`src/rtl/vec_pkg.sv`:
```
// Shared types and default geometry for the vector load collector.
package vec_pkg;

  localparam int VEC_W  = 128;
  localparam int WORD_W = 32;
  localparam int LANES  = VEC_W / WORD_W;
  localparam int LIDX_W = (LANES > 1) ? $clog2(LANES) : 1;

  typedef enum logic [1:0] {
    IDLE    = 2'd0,
    COLLECT = 2'd1,
    WRITE   = 2'd2
  } state_e;

  typedef logic [VEC_W-1:0]  vec_t;
  typedef logic [WORD_W-1:0] word_t;

endpackage

```
`src/rtl/lane_acc.sv`:
```
// V-bit beat accumulator: synchronous clear plus one lane-indexed N-bit write port.
// acc_nxt_o exposes the value being written this cycle so the owner can
// capture a result that includes the final beat without an extra cycle.
module lane_acc
  import vec_pkg::*;
#(
  parameter int V  = 128,
  parameter int N  = 32,
  parameter int IW = 2
) (
  input  logic          clk,
  input  logic          rst,
  input  logic          clr_i,
  input  logic          we_i,
  input  logic [IW-1:0] idx_i,
  input  logic [N-1:0]  data_i,
  output logic [V-1:0]  acc_nxt_o
);

  logic [V-1:0] acc_q, acc_d;

  // Clear wins over a write; otherwise drop the word into its lane slot.
  always_comb begin
    acc_d = acc_q;
    if (clr_i)
      acc_d = '0;
    else if (we_i)
      acc_d[idx_i*N +: N] = data_i;
  end

  // Accumulator register.
  always_ff @(posedge clk or posedge rst) begin
    if (rst) acc_q <= '0;
    else     acc_q <= acc_d;
  end

  assign acc_nxt_o = acc_d;

endmodule

```
`src/rtl/vector_load_collector.sv`:
```
// Gathers memory beats into a vector (or a single scalar word) and issues a
// one-cycle register-file write-back once the last beat lands.
module vector_load_collector
  import vec_pkg::*;
#(
  parameter int V = 128,
  parameter int N = 32,
  parameter int R = 4
) (
  input  logic                                  clk,
  input  logic                                  rst,
  input  logic                                  start,
  input  logic                                  is_vector,
  input  logic [R-1:0]                          rd_in,
  input  logic                                  beat_valid,
  input  logic [N-1:0]                          beat_data,
  input  logic                                  flush,
  output logic                                  busy,
  output logic [((V/N) > 1 ? $clog2(V/N) : 1)-1:0] lane_idx,
  output logic                                  wb_vec_en,
  output logic                                  wb_scl_en,
  output logic [R-1:0]                          wb_addr,
  output logic [V-1:0]                          wb_vdata,
  output logic [N-1:0]                          wb_sdata,
  output logic                                  done
);

  localparam int NLANES = V / N;
  localparam int IW     = (NLANES > 1) ? $clog2(NLANES) : 1;
  localparam logic [IW-1:0] LAST_LANE = IW'(NLANES - 1);

  state_e        state_q, state_d;
  logic [IW-1:0] lane_q, lane_d;
  logic          is_vec_q;
  logic [R-1:0]  rd_q;

  logic          accept;    // latch a new load this cycle
  logic          acc_we;
  logic          enter_wr;  // final beat captured, WRITE next cycle
  logic          last_beat;
  logic [V-1:0]  acc_nxt;

  logic          wb_vec_en_q, wb_scl_en_q, done_q;
  logic [R-1:0]  wb_addr_q;
  logic [V-1:0]  wb_vdata_q;
  logic [N-1:0]  wb_sdata_q;

  assign last_beat = is_vec_q ? (lane_q == LAST_LANE) : (lane_q == '0);

  // Next-state and control decode; flush overrides everything.
  always_comb begin
    state_d  = state_q;
    lane_d   = lane_q;
    accept   = 1'b0;
    acc_we   = 1'b0;
    enter_wr = 1'b0;
    if (flush) begin
      state_d = IDLE;
      lane_d  = '0;
    end else begin
      case (state_q)
        IDLE: begin
          if (start) begin
            accept  = 1'b1;
            lane_d  = '0;
            state_d = COLLECT;
          end
        end
        COLLECT: begin
          if (beat_valid) begin
            acc_we = 1'b1;
            if (last_beat) begin
              enter_wr = 1'b1;
              lane_d   = '0;
              state_d  = WRITE;
            end else begin
              lane_d = lane_q + 1'b1;
            end
          end
        end
        WRITE: begin
          state_d = IDLE;
          // Back-to-back loads: accept the next start without an idle bubble.
          if (start) begin
            accept  = 1'b1;
            lane_d  = '0;
            state_d = COLLECT;
          end
        end
        default: begin
          state_d = IDLE;
          lane_d  = '0;
        end
      endcase
    end
  end

  // FSM state, lane pointer and the latched load descriptor.
  always_ff @(posedge clk or posedge rst) begin
    if (rst) begin
      state_q  <= IDLE;
      lane_q   <= '0;
      is_vec_q <= 1'b0;
      rd_q     <= '0;
    end else begin
      state_q <= state_d;
      lane_q  <= lane_d;
      if (accept) begin
        is_vec_q <= is_vector;
        rd_q     <= rd_in;
      end
    end
  end

  lane_acc #(.V(V), .N(N), .IW(IW)) u_acc (
    .clk       (clk),
    .rst       (rst),
    .clr_i     (accept),
    .we_i      (acc_we),
    .idx_i     (lane_q),
    .data_i    (beat_data),
    .acc_nxt_o (acc_nxt)
  );

  // Write-back registers: strobes live only in WRITE, data holds until the next one.
  always_ff @(posedge clk or posedge rst) begin
    if (rst) begin
      wb_vec_en_q <= 1'b0;
      wb_scl_en_q <= 1'b0;
      done_q      <= 1'b0;
      wb_addr_q   <= '0;
      wb_vdata_q  <= '0;
      wb_sdata_q  <= '0;
    end else begin
      wb_vec_en_q <= enter_wr & is_vec_q;
      wb_scl_en_q <= enter_wr & ~is_vec_q;
      done_q      <= enter_wr;
      if (enter_wr) begin
        wb_addr_q <= rd_q;
        if (is_vec_q) wb_vdata_q <= acc_nxt;
        else          wb_sdata_q <= acc_nxt[N-1:0];
      end
    end
  end

  // Stall starts in the same cycle as the start pulse.
  assign busy      = (state_q != IDLE) | start;
  assign lane_idx  = lane_q;
  assign wb_vec_en = wb_vec_en_q;
  assign wb_scl_en = wb_scl_en_q;
  assign done      = done_q;
  assign wb_addr   = wb_addr_q;
  assign wb_vdata  = wb_vdata_q;
  assign wb_sdata  = wb_sdata_q;

endmodule

```
`config.mk`:
```
export PLATFORM = sky130hd
export DESIGN_NAME = vector_load_collector
export DESIGN_NICKNAME = d
export VERILOG_FILES = /design/src/rtl/vec_pkg.sv /design/src/rtl/lane_acc.sv /design/src/rtl/vector_load_collector.sv
export SDC_FILE = /design/constraint.sdc
export NUM_CORES = 1
export LEC_CHECK = 0
export CORE_MARGIN = 2
export CORE_UTILIZATION = 58
export CTS_BUF_LIST = sky130_fd_sc_hd__clkbuf_16
export DETAILED_ROUTE_END_ITERATION = 10
export GPL_ROUTABILITY_DRIVEN = 0
export MAX_ROUTING_LAYER = met4
export PLACE_DENSITY = 0.89
export REMOVE_ABC_BUFFERS = 1
export SLEW_MARGIN = 20
export SYNTH_ARGS = -nofsm -noshare
export SYNTH_HDL_FRONTEND = slang
export SYNTH_SLANG_ARGS = --single-unit
```
`constraint.sdc`:
```
create_clock -name clk -period 28.1 [get_ports clk]
set_clock_uncertainty 0.1 [all_clocks]
set_input_delay 4.215 -clock clk [delete_from_list [all_inputs] [get_ports clk]]
set_output_delay 4.215 -clock clk [all_outputs]
set_load 0.005 [all_outputs]
```
# [Word-level counts from Yosys, hierarchy flattened]
# Cells that the tools add are included.
[totals] regBits=304 input_bits=42 output_inout_bits=170 word_cells=59
[classes] n_addsub=2 eq_ne=7 shifts=2 n_mux=25 bitwise=4 n_reduce_logical=8
[ops] cell="128-bit two-way mux" count=2
[ops] cell="128-bit bitwise mux" count=1
[ops] cell="32-bit by 34-bit variable shift with 128-bit output (first input constant)" count=1
[ops] cell="32-bit by 34-bit indexed part select with 128-bit output" count=1
[ops] cell="7-bit negator with 34-bit output" count=1
[ops] cell="2-bit two-way mux" count=8
[ops] cell="1-bit two-way mux" count=12
[ops] cell="3-bit inequality test (second input constant)" count=3
[ops] cell="2-bit case mux with 3 select lines" count=1
[ops] cell="2-bit AND reduction" count=3
[ops] cell="2-bit equality test (second input constant)" count=2
[ops] cell="2-bit zero test" count=2
[ops] cell="2-bit case mux with 2 select lines" count=1
[ops] cell="3-bit by 1-bit inequality test with 1-bit output (second input constant)" count=1
[ops] cell="3-bit AND reduction" count=1
[ops] cell="2-bit by 1-bit adder with 2-bit output (second input constant)" count=1
[ops] cell="1-bit AND" count=2
[ops] cell="2-bit by 1-bit equality test with 1-bit output (second input constant)" count=1
[ops] cell="2-bit nonzero test" count=1
[ops] cell="2-bit OR reduction" count=1
[ops] cell="1-bit inverter" count=1
[ops] cell="1-bit OR" count=1

# [Longest topological paths before layout]
# Gate-level depths: netlist (run 1).
[logic_depth] ltp_word=7 ltp_mapped=10 depth_no_buf=5

# [Modules after synthesis]
# Synthesis (run 1) repeated with hierarchy kept, for this count alone.
[unflattened] hier_cells=719 area_unflattened_um2=11686.2
[by_module_without_submodules] mod="vector_load_collector" n_inst=1 cells_each=389 area_per_inst_um2=6697.7 seq_area_each_um2=4404.2
[by_module_without_submodules] mod="lane_acc" n_inst=1 cells_each=330 area_per_inst_um2=4988.5 seq_area_each_um2=3203.1

# [Least setup slack after synthesis (run 1)]
# OpenSTA, ideal clock, no wires.
[synth_path] path_kind="input to output" from="in start" to="out busy" arrival_ps=4528 required_ps=23785 setup_slack_ps=19257 cell_stages=1 n_path_buf=0 path_cell_list="or3_1"
[synth_via] elab_chain_cells=1
[synth_lines] item="start, declared" line="vector_load_collector.sv:12" source="input logic start,"
[synth_lines] item="1-bit OR" line="vector_load_collector.sv:147" source="assign busy = (state_q != IDLE) | start;"
[synth_lines] item="end, declared" line="vector_load_collector.sv:18" source="output logic busy,"
# Every way passes these cells.

# [Worst setup path in the final report (run 1)]
# Same ends and word-level chain as after synthesis.

==> impl_metrics.toml, run 1 <==
[worst_setup_path]
path_class = "input port to output pin"
start_kind = "input port"
cpPeakStageDelay_ns = 0.45
critPathArrivalTime_ns = 5.43
cp_slowest_cell = "clkdlybuf4s50_1"
cp_top_family = "buffers and inverters"
crit_required_ns = 23.78
cpMostUsedCell = "clkdlybuf4s50_1"
cp_num_buf_inv = 2
path_cells = "clkdlybuf4s50_1 -> or3_1 -> clkdlybuf4s50_1"
endpoint_kind = "output pin"
crit_fanout = 4
rr_worst_depth = 6
path_depth = 3

[clock_network]
cts_buffer_depth = 3
cts_max_level = 1
cts_resized = 0
cts_tree = "yes"
hold_buffers = 0
cts.sinks = 304
numCtsBuffers = 30
root_buffer = "clkbuf_16"
clkTransAtPathRegs_ns = 0.06
clock_latency_ns = 0.56
post_cts_buffers = 0

[power_and_ir_drop]
pwr-share-clk_pct = 39.6
p_leak_nw = 7.27
seq_power_share_pct = 46.0
internal_power_mw = 0.787
power.switching_mw = 0.270
p_per_area_nw_per_um2 = 63.6
switching_share_pct = 25.6
ir_worst_vdd_uv = 53.8
pwr-share-comb_pct = 14.4

[yosys]
yosysTopAreaCell = "dfrtp_1"
yosysMostFrequentCell = "dfrtp_1"
synth_area_um2 = 13700
syn_inst = 1305
ys_seq_area_share_pct = 55.6
async_flop_share_pct = 100
synth_top_area_share_pct = 55.6
syn_avg_cell_area_um2 = 10.5
synthFlopType = "dfrtp_1"
synth_cell_type_count = 31
synth-seq-cells = 304
synth_edf_count = 0
ys_warn_count = 0
synth_commonest_cells = "304 x dfrtp_1, 219 x a21oi_1, 160 x a31oi_1"
synthTopCellsByArea = "dfrtp_1 56%, a21oi_1 8.0%, a31oi_1 7.3%"

[final_layout]
final-instance-count-excl-fill = 1744
diodes = 0
num-fill-cells = 1605
utilization_pct = 71.3
finalNetCount = 1449
area_delta_synth_final_pct = 21.5
drive_above_1_share_pct = 7.72

[global_route]
grt_pass1_wl_mm = 64.7
antenna_found_initial = 0
gr-max-usage-layer = "met2"
grtUsageMet2_pct = 51.2
grt_pass1_vias = 11831
grtUsageTotal_pct = 33.9
grt_overflow = 0
use_met3_pct = 5.31
grt_max_degree = 140
grt_use_met1_pct = 46.2

[floorplanning]
die_h_um = 158
rows = 56
dieArea_um2 = 24800
ios = 212
core_area_um2 = 23300
start_util_pct = 58.7
dieWidth_um = 158

[routing]
vias_per_cell = 7.01
drtAntennaViolNets = 0
num_vias = 12232
drt-wirelength-per-cell_um = 23.9
dr.pass1.iters = 5
drt_iter0_markers = 1481
drt_wl_total_mm = 41.6
drc_errors = 0

[placement]
placed_cells = 1688
pre_cts_slack_ns = 18.37
dp_hpwl_mm = 22.7
io_buffers = 211

[timing]
final_hold_viol_count = 0
rsz0062_at_grt = "false"
slew_headroom_pct = 25.5
fmax_mhz = 103
fin_crit_sh_pct = 34.7
min_period_ns = 9.74
slew_viol_final = 0
setup_ws_ns = 18.36
finalSetupTns_ns = 0
worst_pin_slew_ns = 1.12
setup_viol = 0

[worst_hold_path]
min_path_cells = 1
hold_path.class = "register to register"

[outcome]
run_status = "complete, no violations"

[flow_run]
max-cap-violations = 0
layout by cell type, fill, tap and decap left out, types with 2 or more instances in the layout:
cell,count
buf_6,3
nor3b_1,14
nand4_1,130
ha_2,4
dfrtp_1,303
bufinv_16,5
a21oi_1,219
mux2_2,9
clkinv_2,7
clkbuf_16,31
inv_2,3
clkinv_1,10
buf_4,13
o21ai_0,59
nor4bb_1,51
o211ai_2,20
a31oi_1,160
o211ai_1,50
inv_1,6
mux2i_1,3
and2_4,2
clkdlybuf4s50_1,211
nor2_1,4
and4b_1,19
nor2b_2,2
nand2_1,70
routing by layer:
metal	wire (um)	share of wire (%)	vias to the layer above
li1	-	-	5221
met5	0	0	-
met1	16300	39	6045
met4	1710	4.1	0
met3	3910	9.4	132
met2	19800	47	834
final timing paths:
kind,startpoint,endpoint,slack (ns)
setup / recovery,start,busy,18.36
setup reg to reg,lane_idx[0]$_DFFE_PP0P_,wb_vdata[77]$_DFFE_PP0P_,23.84
hold reg to reg,rd_q[0]$_DFFE_PP0P_,wb_addr[0]$_DFFE_PP0P_,0.40
max in group asynchronous,rst,lane_idx[0]$_DFFE_PP0P_,22.33
hold / removal,rd_q[0]$_DFFE_PP0P_,wb_addr[0]$_DFFE_PP0P_,0.40
min in group asynchronous,rst,wb_sdata[27]$_DFFE_PP0P_,4.18
per-stage QoR:
step	hold slack, ns	area [um^2]	power [mW]
floorplan	0.374	12900	0.558
global placement	0.379	15600	0.639
detailed placement	0.389	15600	0.645
CTS	0.402	16600	1.06
global route	0.418	16600	1.09
finish	0.402	16600	1.06
layout make-up:
| type | instances | area (um^2) | area share [%] |
|---|---|---|---|
| flip-flops and latches | 304 | 7610 | 45.7 |
| multi-input cells | 830 | 5320 | 32.0 |
| repair buffers | 227 | 2240 | 13.5 |
| clock buffers | 31 | 776 | 4.66 |
| well taps | 319 | 399 | 2.40 |
| clock inverters | 25 | 246 | 1.48 |
| inverters | 8 | 37.5 | 0.226 |
power groups by stage:
stage          registers, mW  clock network (mW)  logic [mW]
4_1_cts                0.486               0.419       0.152
3_5_place_dp           0.493                   0       0.152
3_3_place_gp           0.492                   0       0.147
5_1_grt                0.489               0.437       0.166
6_report               0.486               0.419       0.153
2_1_floorplan          0.494                   0      0.0632
state kept, by name (all words and copies together) (netlist names):
register and cells:
wb_vdata 128, wb_vec_en 1, is_vec_q 1, lane_idx 2, wb_scl_en 1, state_q 2
done 1, rd_q 4, u_acc.acc_q 128, wb_addr 4, wb_sdata 32
cell families (layout without fill, tap and decap cells):
group,count (synthesis),count (layout),share of synthesized area [%]
AOI/OAI and AO/OA,509,509,22.1
DFF,304,304,55.6
and+or+nand+nor,303,303,14.8
buffers and inverters,171,291,6.04
muxes,12,12,0.960
adders and majority gates,6,6,0.548
Note: power is estimated with default switching activity, not from simulation.
==> run 2: changes to the inputs <==
CORE_UTILIZATION = 49   (was 58)
PLACE_DENSITY = 0.81   (was 0.89)
clock period = 8.38 ns   (was 28.1 ns; I/O delays follow)
==> run 2 against run 1 <==
  * Utilization shrank 11 points
  * Power grew to 3.3 times the previous value
  * Combinational power grew to 3.4 times the previous value
  * Sequential power increased to 3.4 times the previous value
  * Largest power group unchanged
==> impl_metrics.toml, run 2 (same netlist as run 1, synthesis figures left out) <==
[outcome]
run_status = "complete, no violations"

[routing]
drc_errors = 0
drt_iter0_markers = 1658
drtAntennaViolNets = 0
vias_per_cell = 6.72
drt-wirelength-per-cell_um = 23.5
num_vias = 12110
drt_wl_total_mm = 42.5
dr.pass1.iters = 7

[global_route]
grtUsageTotal_pct = 29.2
grt_pass1_wl_mm = 65.7
antenna_found_initial = 0
grt_pass1_vias = 11738
grt_overflow = 0
grt_max_degree = 164

[clock_network]
hold_buffers = 0
cts_tree = "yes"
clkTransAtPathRegs_ns = 0.06
cts_max_level = 1
cts_resized = 0
clock_latency_ns = 0.55
post_cts_buffers = 0
root_buffer = "clkbuf_16"
numCtsBuffers = 31
cts.sinks = 304
cts_buffer_depth = 3

[timing]
fin_crit_sh_pct = 50.2
slew_headroom_pct = 23.2
worst_pin_slew_ns = 1.15
slew_viol_final = 0
finalSetupTns_ns = 0
rsz0062_at_grt = "false"
final_hold_viol_count = 0
fmax_mhz = 238
min_period_ns = 4.21
setup_viol = 0
hold_ws_ns = 0.404

[power_and_ir_drop]
p_leak_nw = 7.27
p_per_area_nw_per_um2 = 211
ir_worst_vdd_uv = 152
power_mw = 3.52

[final_layout]
layout_common_cells = "303 x dfrtp_1, 219 x a21oi_1, 211 x clkdlybuf4s50_1"
multiInputGateArea_um2 = 5320
drive_above_1_share_pct = 7.86
diodes = 0
finalNetCount = 1450
mostFrequentLayoutCell = "dfrtp_1"
area_delta_synth_final_pct = 21.9
seqCellArea_um2 = 7610
num-fill-cells = 2256

[worst_setup_path]
crit_fanout = 68
rr_worst_depth = 6
rrSetupSlack_ns = 4.28
r2r_start = "lane_idx[0]$_DFFE_PP0P_"
worstReg2RegEnd = "wb_sdata[2]$_DFFE_PP0P_"
cpPeakStageDelay_ns = 0.81
path_cells = "clkdlybuf4s50_1 -> and4bb_4 -> buf_4 -> buf_4 -> nand4_1 -> a31oi_1"
start_kind = "input port"
cpMostUsedCell = "buf_4"
endpoint_kind = "register"
cp_slowest_cell = "and4bb_4"
crit_required_ns = 8.75
path_class = "input port to register"
critPathArrivalTime_ns = 4.57

[worst_hold_path]
hold_path.class = "register to register"
min_path_cells = 1
whs_endpoint = "wb_addr[3]$_DFFE_PP0P_"
hold_start = "wb_addr[3]$_DFFE_PP0P_"

[floorplanning]
dieWidth_um = 171
start_util_pct = 49.5
ios = 212
dieArea_um2 = 29300
rows = 61
die_h_um = 171
core_area_um2 = 27600

[flow_run]
max-cap-violations = 0

[placement]
io_buffers = 211
dp_hpwl_mm = 23.2
[run 2: changes by cell type in the layout (fill, tap and decap cells not counted), sizes merged]
cell      previous run  this run
clkinv              18        12
inv                 10        15
clkinvlp             0         2
bufinv               5         4
[run 2: metal layers]
layer	part of all wire (%)	track usage, %	up-vias
li1	-	-	5208
met1	41	40.6	6038
met2	47	44.5	761
met3	9.1	3.91	103
met4	3.1	9.99	0
met5	0	-	-
[run 2: report_power, final]
group	internal [mW]	switching (mW)
combinational	0.247	0.269
clock	0.792	0.576
sequential	1.57	0.0651
[run 2: how the worst max path moves through the flow]
stage	slack [ns]	from	cells after the start	end
floorplan	-1.38	rst	1	done$_DFF_PP0_
global placement	3.82	flush	5	wb_vdata[13]$_DFFE_PP0P_
detailed placement	3.74	flush	5	wb_vdata[22]$_DFFE_PP0P_
CTS	4.28	flush	5	wb_vdata[60]$_DFFE_PP0P_
global route	3.97	flush	6	wb_sdata[27]$_DFFE_PP0P_
finish	4.17	flush	6	wb_vdata[15]$_DFFE_PP0P_
[run 2: cell type report]
| type | count | share of cell area [%] |
|---|---|---|
| flip-flops and latches | 304 | 45.6 |
| well taps | 378 | 2.83 |
| repair buffers | 227 | 13.5 |
| multi-input cells | 830 | 31.9 |
| inverters | 8 | 0.225 |
| clock inverters | 25 | 1.34 |
| clock buffers | 31 | 4.65 |
[run 2: per-stage QoR]
stage / util, % / area [um^2] / cells / setup slack (ns)
final: 60.4 / 16700 / 1803 / 4.17
after global routing: 60.4 / 16700 / 1803 / 3.97
after CTS: 60.4 / 16700 / 1803 / 4.28
after detailed placement: 56.8 / 15700 / 1747 / 3.74
after global placement: 56.8 / 15700 / 1747 / 3.82
after floorplan: - / 12900 / 1142 / -1.38
[run 2: critical path: cells and delay by family]
| kind | cells | cell delay (ns) |
|---|---|---|
| compound gates | 1 | 0.27 |
| buf+inv | 3 | 1.88 |
| simple gates | 2 | 1.07 |
==> run 3: changes to the inputs <==
CORE_UTILIZATION = 54   (was 49)
PLACE_DENSITY = 0.84   (was 0.81)
clock period = 4.2 ns   (was 8.38 ns; I/O delays follow)
==> run 3 against run 2 <==
  * Sequential cell count unchanged
  * Global-route usage increased by 2.8 points
  * Clock power increased by 89%
  * Power increased by 96%
  * Die area decreased by 9.0%
  * Sequential share of layout area decreased by 0.089 points
  * Critical path type is now register to register
==> impl_metrics.toml, run 3 (same netlist as run 1, synthesis figures left out) <==
[outcome]
run_status = "complete, no violations"

[clock_network]
clkTransAtPathRegs_ns = 0.06
numCtsBuffers = 31
root_buffer = "clkbuf_16"
cts_tree = "yes"
post_cts_buffers = 0
cts_resized = 0
hold_buffers = 0
clock_latency_ns = 0.56
cts_buffer_depth = 3
cts_max_level = 1
cts.sinks = 304

[timing]
setup_viol = 0
setup_ws_ns = 1.27
hold_ws_ns = 0.404
slew_headroom_pct = 29.8
fin_crit_sh_pct = 69.8
worst_pin_slew_ns = 1.05
finalSetupTns_ns = 0
slew_viol_final = 0
min_period_ns = 2.93
rsz0062_at_grt = "false"
fmax_mhz = 341
final_hold_viol_count = 0

[worst_hold_path]
hold_path.class = "register to register"
hold_start = "wb_addr[3]$_DFFE_PP0P_"
min_path_cells = 1

[routing]
num_vias = 12206
drt_wl_total_mm = 42.1
drtAntennaViolNets = 0
drt_iter0_markers = 1649
dr.pass1.iters = 6
vias_per_cell = 6.90
drc_errors = 0
drt-wirelength-per-cell_um = 23.8

[worst_setup_path]
path_depth = 5
start_kind = "register"
endpoint_kind = "register"
rr_worst_depth = 5
cpPeakStageDelay_ns = 0.80
cp_slowest_cell = "and2_2"
crit_required_ns = 4.49
r2r_start = "lane_idx[1]$_DFFE_PP0P_"
path_class = "register to register"
critPathArrivalTime_ns = 3.23
path_cells = "inv_1 -> ha_2 -> nor2b_4 -> and2_2 -> a31oi_1"
cp_top_family = "simple AND/OR/NAND/NOR gates"
crit_fanout = 34
cp_num_buf_inv = 1
cp-startpoint = "lane_idx[1]$_DFFE_PP0P_"

[flow_run]
max-cap-violations = 0

[floorplanning]
rows = 58
start_util_pct = 54.7
dieArea_um2 = 26600
ios = 212
dieWidth_um = 163
die_h_um = 163
core_area_um2 = 25000

[global_route]
grt_pass1_vias = 11732
grt_max_degree = 190
grtUsageTotal_pct = 32.0
grt_overflow = 0
grt_pass1_wl_mm = 65.9
antenna_found_initial = 0

[placement]
dp_hpwl_mm = 23.5
dpl_cell_area_um2 = 15800
pre_cts_slack_ns = 1.07
io_buffers = 211
placed_cells = 1713

[power_and_ir_drop]
power_mw = 6.89
p_leak_nw = 7.31
ir_worst_vdd_uv = 266
p_per_area_nw_per_um2 = 412

[final_layout]
utilization_pct = 66.8
finalNetCount = 1464
mostFrequentLayoutCell = "dfrtp_1"
area_delta_synth_final_pct = 22.2
diodes = 0
layout_common_cells = "303 x dfrtp_1, 219 x a21oi_1, 211 x clkdlybuf4s50_1"
final-instance-count-excl-fill = 1769
drive_above_1_share_pct = 8.27
fin_area_um2 = 16700
-- run 3: changes by cell type in the layout (fill, tap and decap cells not counted), moves of 2 or more --
cell / previous run / this run
clkinv_1: 5 / 12
buf_4: 14 / 25
clkinv_2: 6 / 4
buf_12: 1 / 5
bufinv_16: 4 / 2
inv_2: 4 / 2
-- run 3: layout make-up --
type                            count  area [um^2]
Multi-Input combinational cell    830         5320
Inverter                            8         37.5
Sequential cell                   304         7610
Clock inverter                     25          168
Clock buffer                       31          776
Tap cell                          330          413
Fill cell                        1894         8310
Timing Repair Buffer              241         2400
-- run 3: routing by layer --
layer / share of wire (%) / vias up / wire length (um) / track usage (%)
met4: 4.2 / 0 / 1780 / 13.0
met3: 9.7 / 136 / 4090 / 4.65
met2: 47 / 814 / 19800 / 48.6
met5: 0 / - / 0 / -
li1: - / 5232 / - / -
met1: 39 / 6024 / 16400 / 43.8
-- run 3: final timing paths --
path                                                  end  slack, ns
worst max register to register   wb_sdata[28]$_DFFE_PP0P_       1.27
worst min-delay path               wb_addr[3]$_DFFE_PP0P_       0.40
min in group asynchronous         wb_sdata[8]$_DFFE_PP0P_       0.55
max in group asynchronous       u_acc.acc_q[86]$_DFF_PP0_       2.42
worst max-delay path             wb_sdata[28]$_DFFE_PP0P_       1.27
worst min register to register     wb_addr[3]$_DFFE_PP0P_       0.40
-- run 3: where the power goes --
part | switching (mW) | internal [mW] | total, mW | leakage, nW
Sequential | 0.126 | 3.14 | 3.26 | 4.15
Clock | 1.13 | 1.45 | 2.59 | 0.473
Combinational | 0.540 | 0.506 | 1.05 | 2.69
